**config.mk**
```make
export PLATFORM = sky130hd
export DESIGN_NAME = cereal_arbiter
export DESIGN_NICKNAME = d
export VERILOG_FILES = /design/src/rtl/cereal_arbiter.sv
export SDC_FILE = /design/constraint.sdc
export NUM_CORES = 1
export LEC_CHECK = 0
export CAP_MARGIN = 20
export CORE_MARGIN = 4
export CORE_UTILIZATION = 35
export CTS_BUF_LIST = sky130_fd_sc_hd__clkbuf_4 sky130_fd_sc_hd__clkbuf_8
export CTS_CLUSTER_DIAMETER = 200
export DETAILED_ROUTE_END_ITERATION = 10
export PLACE_DENSITY = 0.64
export SYNTH_ARGS = -nofsm -noshare
export SYNTH_HDL_FRONTEND = slang
export SYNTH_SLANG_ARGS = --single-unit
```
**constraint.sdc**
```tcl
create_clock -name sysclk -period 2.8 [get_ports sysclk]
set_input_delay 0.56 -clock sysclk [delete_from_list [all_inputs] [get_ports sysclk]]
set_output_delay 0.56 -clock sysclk [all_outputs]
set_load 0.01 [all_outputs]
```
**src/rtl/cereal_arbiter.sv**
```systemverilog
// Shares one cereal serial transmitter between the echo and playback byte sources.
// Latency: a request in IDLE raises tx_start, ack and grant on the next sysclk edge.
// Backpressure: each requester holds valid/data until its ack; requests are ignored in SEND and GAP.
// Build option: define CEREAL_ARB_ROUND_ROBIN_EN for round-robin arbitration (default: echo has fixed priority).
module cereal_arbiter #(
  parameter int FRAME_BITS = 10,
  parameter int GAP_PULSES = 2
) (
  input  logic       sysclk,
  input  logic       reset_n,
  input  logic       echo_valid,
  input  logic [7:0] echo_data,
  output logic       echo_ack,
  output logic       echo_done,
  input  logic       play_valid,
  input  logic [7:0] play_data,
  output logic       play_ack,
  output logic       play_done,
  output logic [7:0] tx_data,
  output logic       tx_start,
  input  logic       tx_pulse,
  output logic       busy,
  output logic [1:0] grant
);

  typedef enum logic [1:0] {IDLE, SEND, GAP} state_t;

`ifdef CEREAL_ARB_ROUND_ROBIN_EN
  localparam logic RR_EN = 1'b1;
`else
  localparam logic RR_EN = 1'b0;
`endif

  localparam logic [3:0] FRAME_END = 4'(FRAME_BITS);
  localparam logic [3:0] GAP_END   = 4'(GAP_PULSES);

  state_t     state;
  logic [3:0] bit_cnt;
  logic [3:0] cnt_inc;
  logic       last_grant_play;  // 1 = playback owned the last completed frame
  logic       pick_play;

  assign cnt_inc = bit_cnt + 4'd1;

  // Winner select: playback wins when alone, or on a tie when round-robin says it is its turn
  assign pick_play = play_valid && (!echo_valid || (RR_EN && !last_grant_play));

  // Arbitration FSM with registered transmitter drive and handshake pulses
  always_ff @(posedge sysclk) begin
    if (!reset_n) begin
      state           <= IDLE;
      bit_cnt         <= 4'd0;
      last_grant_play <= 1'b1;
      tx_data         <= 8'd0;
      tx_start        <= 1'b0;
      busy            <= 1'b0;
      grant           <= 2'b00;
      echo_ack        <= 1'b0;
      play_ack        <= 1'b0;
      echo_done       <= 1'b0;
      play_done       <= 1'b0;
    end else begin
      echo_ack  <= 1'b0;
      play_ack  <= 1'b0;
      echo_done <= 1'b0;
      play_done <= 1'b0;
      case (state)
        IDLE: begin
          // tx_pulse is deliberately ignored here; the counter restarts with each grant
          if (echo_valid || play_valid) begin
            tx_data  <= pick_play ? play_data : echo_data;
            tx_start <= 1'b1;
            busy     <= 1'b1;
            grant    <= pick_play ? 2'b10 : 2'b01;
            echo_ack <= !pick_play;
            play_ack <= pick_play;
            bit_cnt  <= 4'd0;
            state    <= SEND;
          end
        end
        SEND: begin
          if (tx_pulse) begin
            if (cnt_inc == FRAME_END) begin
              tx_start        <= 1'b0;
              echo_done       <= grant[0];
              play_done       <= grant[1];
              bit_cnt         <= 4'd0;
              last_grant_play <= grant[1];
              if (GAP_PULSES == 0) begin
                grant <= 2'b00;
                busy  <= 1'b0;
                state <= IDLE;
              end else begin
                state <= GAP;
              end
            end else begin
              bit_cnt <= cnt_inc;
            end
          end
        end
        GAP: begin
          // tx_data keeps the last byte; grant stays with the owner until the gap expires
          if (tx_pulse) begin
            if (cnt_inc == GAP_END) begin
              grant   <= 2'b00;
              busy    <= 1'b0;
              bit_cnt <= 4'd0;
              state   <= IDLE;
            end else begin
              bit_cnt <= cnt_inc;
            end
          end
        end
        default: state <= IDLE;
      endcase
    end
  end

endmodule

```
==> impl_metrics.csv <==
group,metric,value,unit
timing,fin_crit_sh,66.4,%
finish,nets,201,
setup_path,worst_path_max_delay_cell,"dfxtp_1",
power_and_ir_drop,powerDensity,707,mW/mm²
synthesis,synth_top_family_by_area,"simple AND/OR/NAND/NOR gates",
setup_path,end_kind,"register",
timing,tightest_slew,0.591,ns
drt,drtIter0Drc,30,
synthesis,ys_seq_area_share,36.2,%
timing,maxSlewViolCount,0,
clock_network,clk_pin_slew,0.13,ns
synthesis,yosys.area_share.simple,22.6,%
die,die_height,67.0,µm
drt,wire_per_inst,12.5,µm
synthesis,synth_xor_area_share,0,%
setup_path,path_depth,6,
synthesis,syn_avg_cell_area,8.89,µm²
synthesis,syn_nets,165,
synthesis,netlist-cell-type-count,40,
placement,place_inst,214,
setup_path,worstPathArrival,2.11,ns
worst_hold_path,min_delay_path_depth,2,
placement,portBuffers,36,
global_route,grt_max_degree,22,
die,core,0.00334,mm²
setup_path,worstRegToRegCells,6,
setup_path,required,3.05,ns
finish,fillers,339,
finish,syn2layout_area_growth,37.2,%
clock_network,clk_latency,0.31,ns
setup_path,critPathKind,"reg -> reg",
setup_path,crit_path_max_fanout,7,
timing,max_clock_freq,538,MHz
synthesis,async_flop_share,0,%
clock_network,numClockSinks,22,
timing,hold_viol_final,0,
synthesis,ys.flop_type,"dfxtp_1",
worst_hold_path,hold_class,"reg -> reg",
die,rows,21,
global_route,grt_pass1_vias,1067,
synthesis,yosys.area_share.adder,7.19,%
setup_path,cp_top_family,"simple AND/OR/NAND/NOR gates",
setup_path,slowest_delay,0.43,ns
setup_path,start_kind,"register",
timing,tns,0,ns
timing,fin_worst_skew,0.00676,ns
clock_network,cts-root-buf,"clkbuf_4",
timing,grt_setup_unrepaired,"no",
clock_network,cts_htree_levels,1,
global_route,grt_antenna_before_repair,0,
drt,postRouteAntennaNets,0,
die,io_pins,37,
timing,min_period,1.86,ns
synthesis,synth_edf_count,0,
drt,drc,0,
clock_network,clockBufferDepth,2,
clock_network,cts_hold_buf,0,
die,start_util,36.5,%
die,die_area,0.00449,mm²
global_route,grt_usage,13.4,%
placement,place_congestion,0.709,
clock_network,cts_setup_buffers,0,
run,cap_violations,0,
global_route,grt-ovfl-total,0,
timing,worst_slack,0.941,ns
synthesis,ys_warn_count,0,
synthesis,syn_inst,137,
clock_network,tritoncts,"done",
power_and_ir_drop,power_leakage,0.710,nW
setup_path,crit_buf_inv,1,
die,die_w,67.0,µm
global_route,grt_pass1_wl,4640,µm
clock_network,cts_buffers,3,
drt,wirelength,2730,µm
finish,layout-drive-gt1-share,6.98,%
power_and_ir_drop,ir_drop,0.296,mV
placement,post-dp-hpwl,2130,µm
timing,fin_hold_ws,0.483,ns
synthesis,muxShareOfSynthArea,8.22,%
placement,place_ws,0.720,ns
drt,avgViaCountPerCell,4.97,
power_and_ir_drop,power,1.18,mW
timing,maxSlewHeadroom,60.6,%
drt,dr.pass1.iters,4,
synthesis,synth_compound_area_share,21.6,%
clock_network,post_cts_resize_count,0,
finish,layout.cells.non_filler,218,
status,status,"finished, final reports clean",
drt,vias,1084,
synthesis,synth-seq-cells,22,
synthesis,synth_area,0.00122,mm²
setup_path,worstPathCellList,"inv_1 > ha_1 > nor3b_4 > nor4_1 > o211ai_1 > o21ai_1",
timing,setup_violations,0,
finish,antenna_cells,0,
logic make-up after synthesis:
group | Yosys count
and+or+nand+nor | 54
AOI/OAI and AO/OA | 32
DFF | 22
adders and majority gates | 7
buffers and inverters | 12
muxes | 10
final cells by class:
cell class	instances	area (µm²)	share of cell area, %
clock buffers	3	22.5	1.35
clock inverters	1	30.0	1.80
inverters	5	18.8	1.12
multi-input cells	103	726	43.4
flip-flops and latches	22	440	26.4
well taps	46	57.6	3.45
repair buffers	38	375	22.5
cell usage in the layout (no fill, tap or decap), drive strengths merged, types with 3 or more instances in the layout:
master / instances
a21boi: 3
a21oi: 3
and2: 3
clkbuf: 3
clkdlybuf4s50: 36
dfxtp: 22
ha: 7
inv: 5
mux2i: 10
nand2: 27
nand2b: 3
nor2: 5
nor2b: 3
nor3: 3
o211a: 8
o21ai: 6
cell usage after synthesis (2+ instances only):
library cell	number	area, µm²
nand2_1	27	101
dfxtp_1	22	440
mux2i_1	10	100
o211a_1	8	80.1
ha_1	7	87.6
buf_2	5	25.0
inv_1	5	18.8
nor2_1	5	18.8
o21ai_1	4	20.0
a21boi_1	3	22.5
nand2b_1	3	18.8
nor2b_1	3	18.8
a21oi_1	2	10.0
and2_1	2	12.5
clkbuf_1	2	7.51
nand3_1	2	10.0
nor3_1	2	10.0
o2111ai_1	2	17.5
or2_1	2	12.5
stage by stage:
stage,cell area [µm²],utilization (%)
floorplan,1220,-
global placement,1620,48.5
detailed placement,1620,48.5
CTS,1670,50.1
global route,1670,50.1
finish,1670,50.1
registers in the layout, indices dropped and copies added, names as in the netlist:
signal,cells
bit_cnt,4
busy,1
echo_ack,1
echo_done,1
grant,2
play_ack,1
play_done,1
state,2
tx_data,8
tx_start,1
metal layers:
metal	routed length (µm)	GRT usage (%)	part of all wire (%)
met5	0	0	0
met4	33	4.56	1.2
met3	200	4.55	7.3
met2	1230	22.3	45
met1	1270	16.0	46
where the power goes:
part / internal [mW] / leakage, nW / switching (mW) / total, mW
clock network: 0.145 / 0.0279 / 0.102 / 0.247
logic: 0.258 / 0.501 / 0.248 / 0.506
registers: 0.382 / 0.181 / 0.0463 / 0.428
total: 0.784 / 0.710 / 0.396 / 1.18
worst min-delay path, stage by stage (launching register included):
cell,delay (ns)
dfxtp_1,0.33
o21ai_0,0.06
a21boi_1,0.06
final timing paths:
| check | from | end | slack, ns |
|---|---|---|---|
| max | state[0] | bit_cnt[0] | 0.94 |
| min | busy | busy | 0.48 |
| max reg2reg | state[0] | bit_cnt[0] | 0.94 |
| min reg2reg | busy | busy | 0.48 |
Power figures use the tool's default switching activity.
